`config.mk`:
```
export PLATFORM = sky130hd
export DESIGN_NAME = branch_ctrl
export DESIGN_NICKNAME = d
export VERILOG_FILES = /design/src/rtl/control_pkg.sv /design/src/rtl/brcmp.sv /design/src/rtl/branch_ctrl.sv
export SDC_FILE = /design/constraint.sdc
export NUM_CORES = 1
export LEC_CHECK = 0
export CORE_MARGIN = 1.5
export CORE_UTILIZATION = 30
export DETAILED_ROUTE_END_ITERATION = 6
export PLACE_DENSITY_LB_ADDON = 0.05
export SYNTH_ARGS = -nofsm -noshare
export SYNTH_HDL_FRONTEND = slang
export SYNTH_HIERARCHICAL = 1
export SYNTH_SLANG_ARGS = --single-unit
```
`constraint.sdc`:
```
create_clock -name clk -period 2.4 [get_ports clk]
set_input_delay 0.36 -clock clk [delete_from_list [all_inputs] [get_ports clk]]
set_output_delay 0.36 -clock clk [all_outputs]
set_load 0.005 [all_outputs]
```
`src/rtl/control_pkg.sv`:
```
// rtl/control_pkg.sv - shared branch condition codes, FSM states and predictor reset value
package control_pkg;

  localparam logic [2:0] BR_EQ  = 3'b000;
  localparam logic [2:0] BR_NE  = 3'b001;
  localparam logic [2:0] BR_LT  = 3'b100;
  localparam logic [2:0] BR_GE  = 3'b101;
  localparam logic [2:0] BR_LTU = 3'b110;
  localparam logic [2:0] BR_GEU = 3'b111;

  typedef enum logic [1:0] {
    IDLE     = 2'd0,
    REDIRECT = 2'd1,
    FLUSH    = 2'd2
  } brctrl_state_e;

  // Weakly not-taken
  localparam logic [1:0] BHT_RESET = 2'b01;

endpackage

```
`src/rtl/brcmp.sv`:
```
// rtl/brcmp.sv - conditional branch comparator, funct3-encoded
module brcmp
  import control_pkg::*;
(
  input  logic [2:0]  funct3,
  input  logic [31:0] rs1,
  input  logic [31:0] rs2,
  output logic        taken
);

  always_comb begin
    taken = 1'b0;
    case (funct3)
      BR_EQ:   taken = (rs1 == rs2);
      BR_NE:   taken = (rs1 != rs2);
      BR_LT:   taken = ($signed(rs1) < $signed(rs2));
      BR_GE:   taken = ($signed(rs1) >= $signed(rs2));
      BR_LTU:  taken = (rs1 < rs2);
      BR_GEU:  taken = (rs1 >= rs2);
      default: taken = 1'b0;
    endcase
  end

endmodule

```
`src/rtl/branch_ctrl.sv`:
```
// rtl/branch_ctrl.sv - branch resolution, redirect/flush FSM, statistics and optional BHT (BRCTRL_BHT_EN)
module branch_ctrl
  import control_pkg::*;
#(
  parameter int FLUSH_CYCLES = 2,
  parameter int BHT_ENTRIES  = 16
) (
  input  logic        clk,
  input  logic        rst_n,
  input  logic        ex_valid,
  input  logic        ex_is_branch,
  input  logic [2:0]  ex_funct3,
  input  logic [31:0] ex_rs1,
  input  logic [31:0] ex_rs2,
  input  logic [31:0] ex_pc,
  input  logic [31:0] ex_imm,
  input  logic        ex_pred_taken,
  input  logic        stall,
  input  logic [31:0] if_pc,
  output logic        pred_taken,
  output logic        redirect_valid,
  output logic [31:0] redirect_pc,
  output logic        flush_if,
  output logic        flush_id,
  output logic        busy,
  output logic [31:0] cnt_branches,
  output logic [31:0] cnt_mispredicts
);

  localparam int IDX_W = $clog2(BHT_ENTRIES);

  brctrl_state_e state, state_next;
  logic [2:0]    flush_cnt;
  logic          taken, predicted, resolve, mispredict;

  brcmp u_brcmp (
    .funct3 (ex_funct3),
    .rs1    (ex_rs1),
    .rs2    (ex_rs2),
    .taken  (taken)
  );

  // Branches seen during a redirect/flush are squashed, so only IDLE resolves
  assign resolve    = ex_valid & ex_is_branch & ~stall & (state == IDLE);
  assign mispredict = resolve & (taken ^ predicted);

  always_comb begin
    state_next = state;
    busy       = 1'b0;
    flush_if   = 1'b0;
    flush_id   = 1'b0;
    case (state)
      IDLE:     if (mispredict) state_next = REDIRECT;
      REDIRECT: state_next = FLUSH;
      FLUSH:    if (flush_cnt == 3'(FLUSH_CYCLES - 1)) state_next = IDLE;
      default:  state_next = IDLE;
    endcase
    if (state != IDLE) begin
      busy     = 1'b1;
      flush_if = 1'b1;
      flush_id = 1'b1;
    end
  end

  always_ff @(posedge clk or negedge rst_n) begin
    if (!rst_n) begin
      state           <= IDLE;
      flush_cnt       <= 3'd0;
      redirect_valid  <= 1'b0;
      redirect_pc     <= 32'd0;
      cnt_branches    <= 32'd0;
      cnt_mispredicts <= 32'd0;
    end else begin
      state          <= state_next;
      flush_cnt      <= (state == FLUSH) ? flush_cnt + 3'd1 : 3'd0;
      redirect_valid <= mispredict;
      if (mispredict)
        redirect_pc <= taken ? ex_pc + ex_imm : ex_pc + 32'd4;
      if (resolve)
        cnt_branches <= cnt_branches + 32'd1;
      if (mispredict)
        cnt_mispredicts <= cnt_mispredicts + 32'd1;
    end
  end

`ifdef BRCTRL_BHT_EN
  logic [1:0] bht [BHT_ENTRIES];
  logic [IDX_W-1:0] upd_idx;
  logic unused_bht;

  assign upd_idx    = ex_pc[IDX_W+1:2];
  assign pred_taken = bht[if_pc[IDX_W+1:2]][1];
  assign predicted  = ex_pred_taken;
  assign unused_bht = ^{if_pc[31:IDX_W+2], if_pc[1:0]};

  always_ff @(posedge clk or negedge rst_n) begin
    if (!rst_n) begin
      for (int i = 0; i < BHT_ENTRIES; i++) bht[i] <= BHT_RESET;
    end else if (resolve) begin
      if (taken && bht[upd_idx] != 2'b11)
        bht[upd_idx] <= bht[upd_idx] + 2'b01;
      else if (!taken && bht[upd_idx] != 2'b00)
        bht[upd_idx] <= bht[upd_idx] - 2'b01;
    end
  end
`else
  logic [31:0] unused_static;

  assign pred_taken    = 1'b0;
  assign predicted     = 1'b0;
  assign unused_static = {if_pc[31:1], ex_pred_taken} ^ 32'(IDX_W);
`endif

endmodule

```
==> summary.md <==
| Metric | Value |
|---|---|
| Outcome | finished, violations left |
| Failing checks | negative hold slack, negative setup slack |
| Combinational fraction of design power | 38.8% |
| Core area | 21890 um^2 |
| Sequential Power Share | 35.8% |
| Setup TNS Final | -19.67 ns |
| P per Cell Area | 552.1 nW/um^2 |
| GPL Wtd Cong | 0.8307 |
| Setup ws final | -0.4979 ns |
| Synth Cell Area | 6720 um^2 |
| Vias per cell | 4.708 |
| Startpoint Class | primary input |
| CTS tree | yes |
| Async S/R FF share, synth | 100.0% |
| Netlist cell types | 62 |
| Crit-path cells | buf_6, inv_4, ha_4, nand4_1, buf_4, nor4_4, a311oi_2, a211o_2, nor3_4, nand2_4, clkinv_4, and4_4, nand3_4, nor2_4, and2_4, nand4_1, xnor2_1 |
| Total number of vias | 6563 |
| CTS H-Tree Depth | 3 |
| Clock Skews | 0.01409 ns |
| Post-synth top flop | dfrtp_1 |
| DRT Pass-1 Iters | 4 |
| Top Metal Used | met4 |
| Mapped Cells | 723 |
| GRT overflow | 0 |
| First-pass GRT wire length | 34330 um |
| Critical Path Fanout Max | 4 |
| Worst path top cell family by delay | simple AND/OR/NAND/NOR gates |
| Reg clk slew, reported paths | 0.08 ns |
| Mapped Nets | 960 |
| Final hold slack | -0.01218 ns |
| Final Util | 53.29% |
| Area Growth Syn to Fin | 73.60% |
| CP Class | in2reg |
| Final hold vios | 15 |
| Commonest non-fill, non-tap cell in the layout | clkdlybuf4s50_1 |
| Final setup fails | 66 |
| Die Ht | 152.7 um |
| Part of the cycle the worst path needs | 120.7% |
| CP Buf/Inv Count | 4 |
| Worst R2R Path Depth | 11 |
| DRC | 0 |
| Nets@finish | 1345 |
| Met2 wire len | 10410 um |
| YS warnings | 6 |
| Num CTS Buffers | 9 |
| Post-CTS Hold Fix Bufs | 0 |
| Antenna Violating Nets Remaining | 0 |
| Port bufs | 235 |
| Max-slew violations | 0 |
| Clock Path Buffers | 2 |
| WP depth | 17 |
| Worst Setup End Kind | flop |
| Worst path slowest cell | nor4_4 |
| Pint | 4393 uW |
| Commonest cells after routing, fill and taps aside | clkdlybuf4s50_1, buf_4, dfrtp_1 |
| DR iter-0 viols | 193 |
| Top-area cell type share of the netlist area | 37.98% |
| Layout cells sized above 1 | 29.29% |
| Fillers | 2050 |
| Max Cap Viol | 0 |
| WL per Instance | 15.11 um |
| Unrepaired setup endpoints after global routing | true |
| GRT Total Usage | 18.19% |
| Initial antenna violation count | 1 |
| WL final | 21070 um |
| Fmax | 0.3451 GHz |
| Switching part of the total | 31.79% |
| Syn_area_per_cell | 9.295 um^2 |
| Wire length on met3 | 974 um |
| Rows | 54 |
| Most frequent CP cell | nand4_1 |
| Clock Power Share | 25.4% |
| Detailed placer's ending HPWL | 16030 um |
| Tmin final | 2.898 ns |
| Required time of the critical path | 2.64 ns |
| Clk Tree Root Cell | clkbuf_16 |
| Clock Latency Late Sink | 0.36 ns |
| Largest area contributor in the netlist | dfrtp_1 |
| Sequential-to-total area share from yosys stat | 37.98% |
| Die X | 152.7 um |
| Sink Count | 102 |
| Largest net degree at the start of global routing | 42 |
| Synth Register Bits | 102 |
| Worst EP arrival | 3.14 ns |
| Number of global-route vias before repair | 6706 |
| Top cells by area, synth | dfrtp_1, ha_1, xnor2_1, nand2_1, xor2_1 |
| Leak | 0.005272 uW |
| Die area | 23310 um^2 |
| Starting Density | 30.70% |
| P_sw | 2047 uW |
| Max rail drop VDD | 0.2943 mV |
| Post-synth EDFFs | 0 |
| Worst hold path class | in2async |
| Worst Tran Pin Value | 0.5617 ns |
| # IOs | 270 |
| Wl on met1 | 9267 um |
| Rel. slew slack | 62.56% |
| Crit-path max cell delay | 0.39 ns |
-- final cells by class --
cell class / instances / area (um^2) / share of cell area [%]
Clock inverter: 7 / 97.59 / 0.8366
Tap cell: 280 / 350.3 / 3.003
Sequential cell: 102 / 2552 / 21.88
Antenna cell: 1 / 2.502 / 0.02145
Timing Repair Buffer: 390 / 3605 / 30.90
Clock buffer: 9 / 225.2 / 1.931
Inverter: 44 / 187.7 / 1.609
Multi-Input combinational cell: 561 / 4646 / 39.82
-- registers in the layout, indices dropped and copies added, names as in the netlist --
name,count
redirect_valid,1
cnt_mispredicts,32
flush_cnt,3
cnt_branches,32
redirect_pc,32
state,2
-- power groups by stage --
stage          Clock (uW)  Combinational, uW  Sequential [uW]
2_1_floorplan           0                825             2330
3_3_place_gp            0               2310             2340
3_5_place_dp            0               2320             2330
4_1_cts              1680               2440             2310
5_1_grt              1740               2770             2360
6_report             1630               2500             2310
-- stage by stage --
step	setup slack (ns)	cell area (um^2)	cells	hold WS (ns)	total power (uW)
2_1_floorplan	-0.5263	6900	723	0.06441	3152
3_3_place_gp	-1.346	10450	1345	0.3939	4650
3_5_place_dp	-1.391	10450	1345	0.3977	4651
4_1_cts	-0.5064	11310	1377	0.01065	6435
5_1_grt	-0.7106	11670	1394	0.04022	6865
6_report	-0.4979	11670	1394	-0.01218	6441
-- Yosys cell counts, types with 3 or more instances --
library cell / n
o31ai_1: 5
xor2_1: 27
and4_1: 9
buf_4: 4
nor3_1: 4
nor4_1: 4
nand3_1: 30
nand4_1: 25
ha_1: 67
and3_1: 17
a21o_1: 19
a21oi_1: 43
a211oi_1: 7
inv_1: 43
nand2b_1: 7
and2_1: 5
mux2i_1: 5
nand2_1: 88
o21ai_0: 46
a311oi_1: 3
a31oi_1: 5
dfrtp_1: 102
xnor2_1: 60
clkbuf_1: 12
nor2b_1: 4
nor2_1: 33
a21boi_0: 3
-- cells by family after synthesis --
group	Yosys count	share of synthesized area, %
simple gates	243	18.79
compound gates	156	14.56
flops	102	37.98
xor+xnor	87	11.34
fa+ha+maj	68	12.77
buf+inv	60	3.593
mux	6	0.9123
other cells	1	0.05580
-- worst paths after layout --
check | from | to | slack (ns)
max | ex_rs2[27] | cnt_mispredicts[22]$_DFFE_PN0P_ | -0.50
min | rst_n | cnt_branches[16]$_DFFE_PN0P_ | -0.01
max reg2reg | state[0]$_DFFE_PN0P_ | cnt_mispredicts[22]$_DFFE_PN0P_ | 0.27
min reg2reg | cnt_mispredicts[31]$_DFFE_PN0P_ | cnt_mispredicts[31]$_DFFE_PN0P_ | 0.47
max in group asynchronous | rst_n | cnt_mispredicts[27]$_DFFE_PN0P_ | 1.71
min in group clk | cnt_mispredicts[31]$_DFFE_PN0P_ | cnt_mispredicts[31]$_DFFE_PN0P_ | 0.47
-- layer usage --
metal / GRT usage [%] / vias to the layer above
met1: 23.10 / 3056
li1: - / 3345
met5: 0 / -
met2: 31.21 / 139
met3: 3.413 / 23
met4: 5.540 / 0
-- what timing repair did --
action                                 CTS  global route
setup endpoints to repair               66            67
gates cloned                             2             2
pin swaps                               54            41
endpoints found under the hold margin    0             0
gates resized for setup                203            98
setup buffers                           14            15
(Power assumes the default switching activity.)
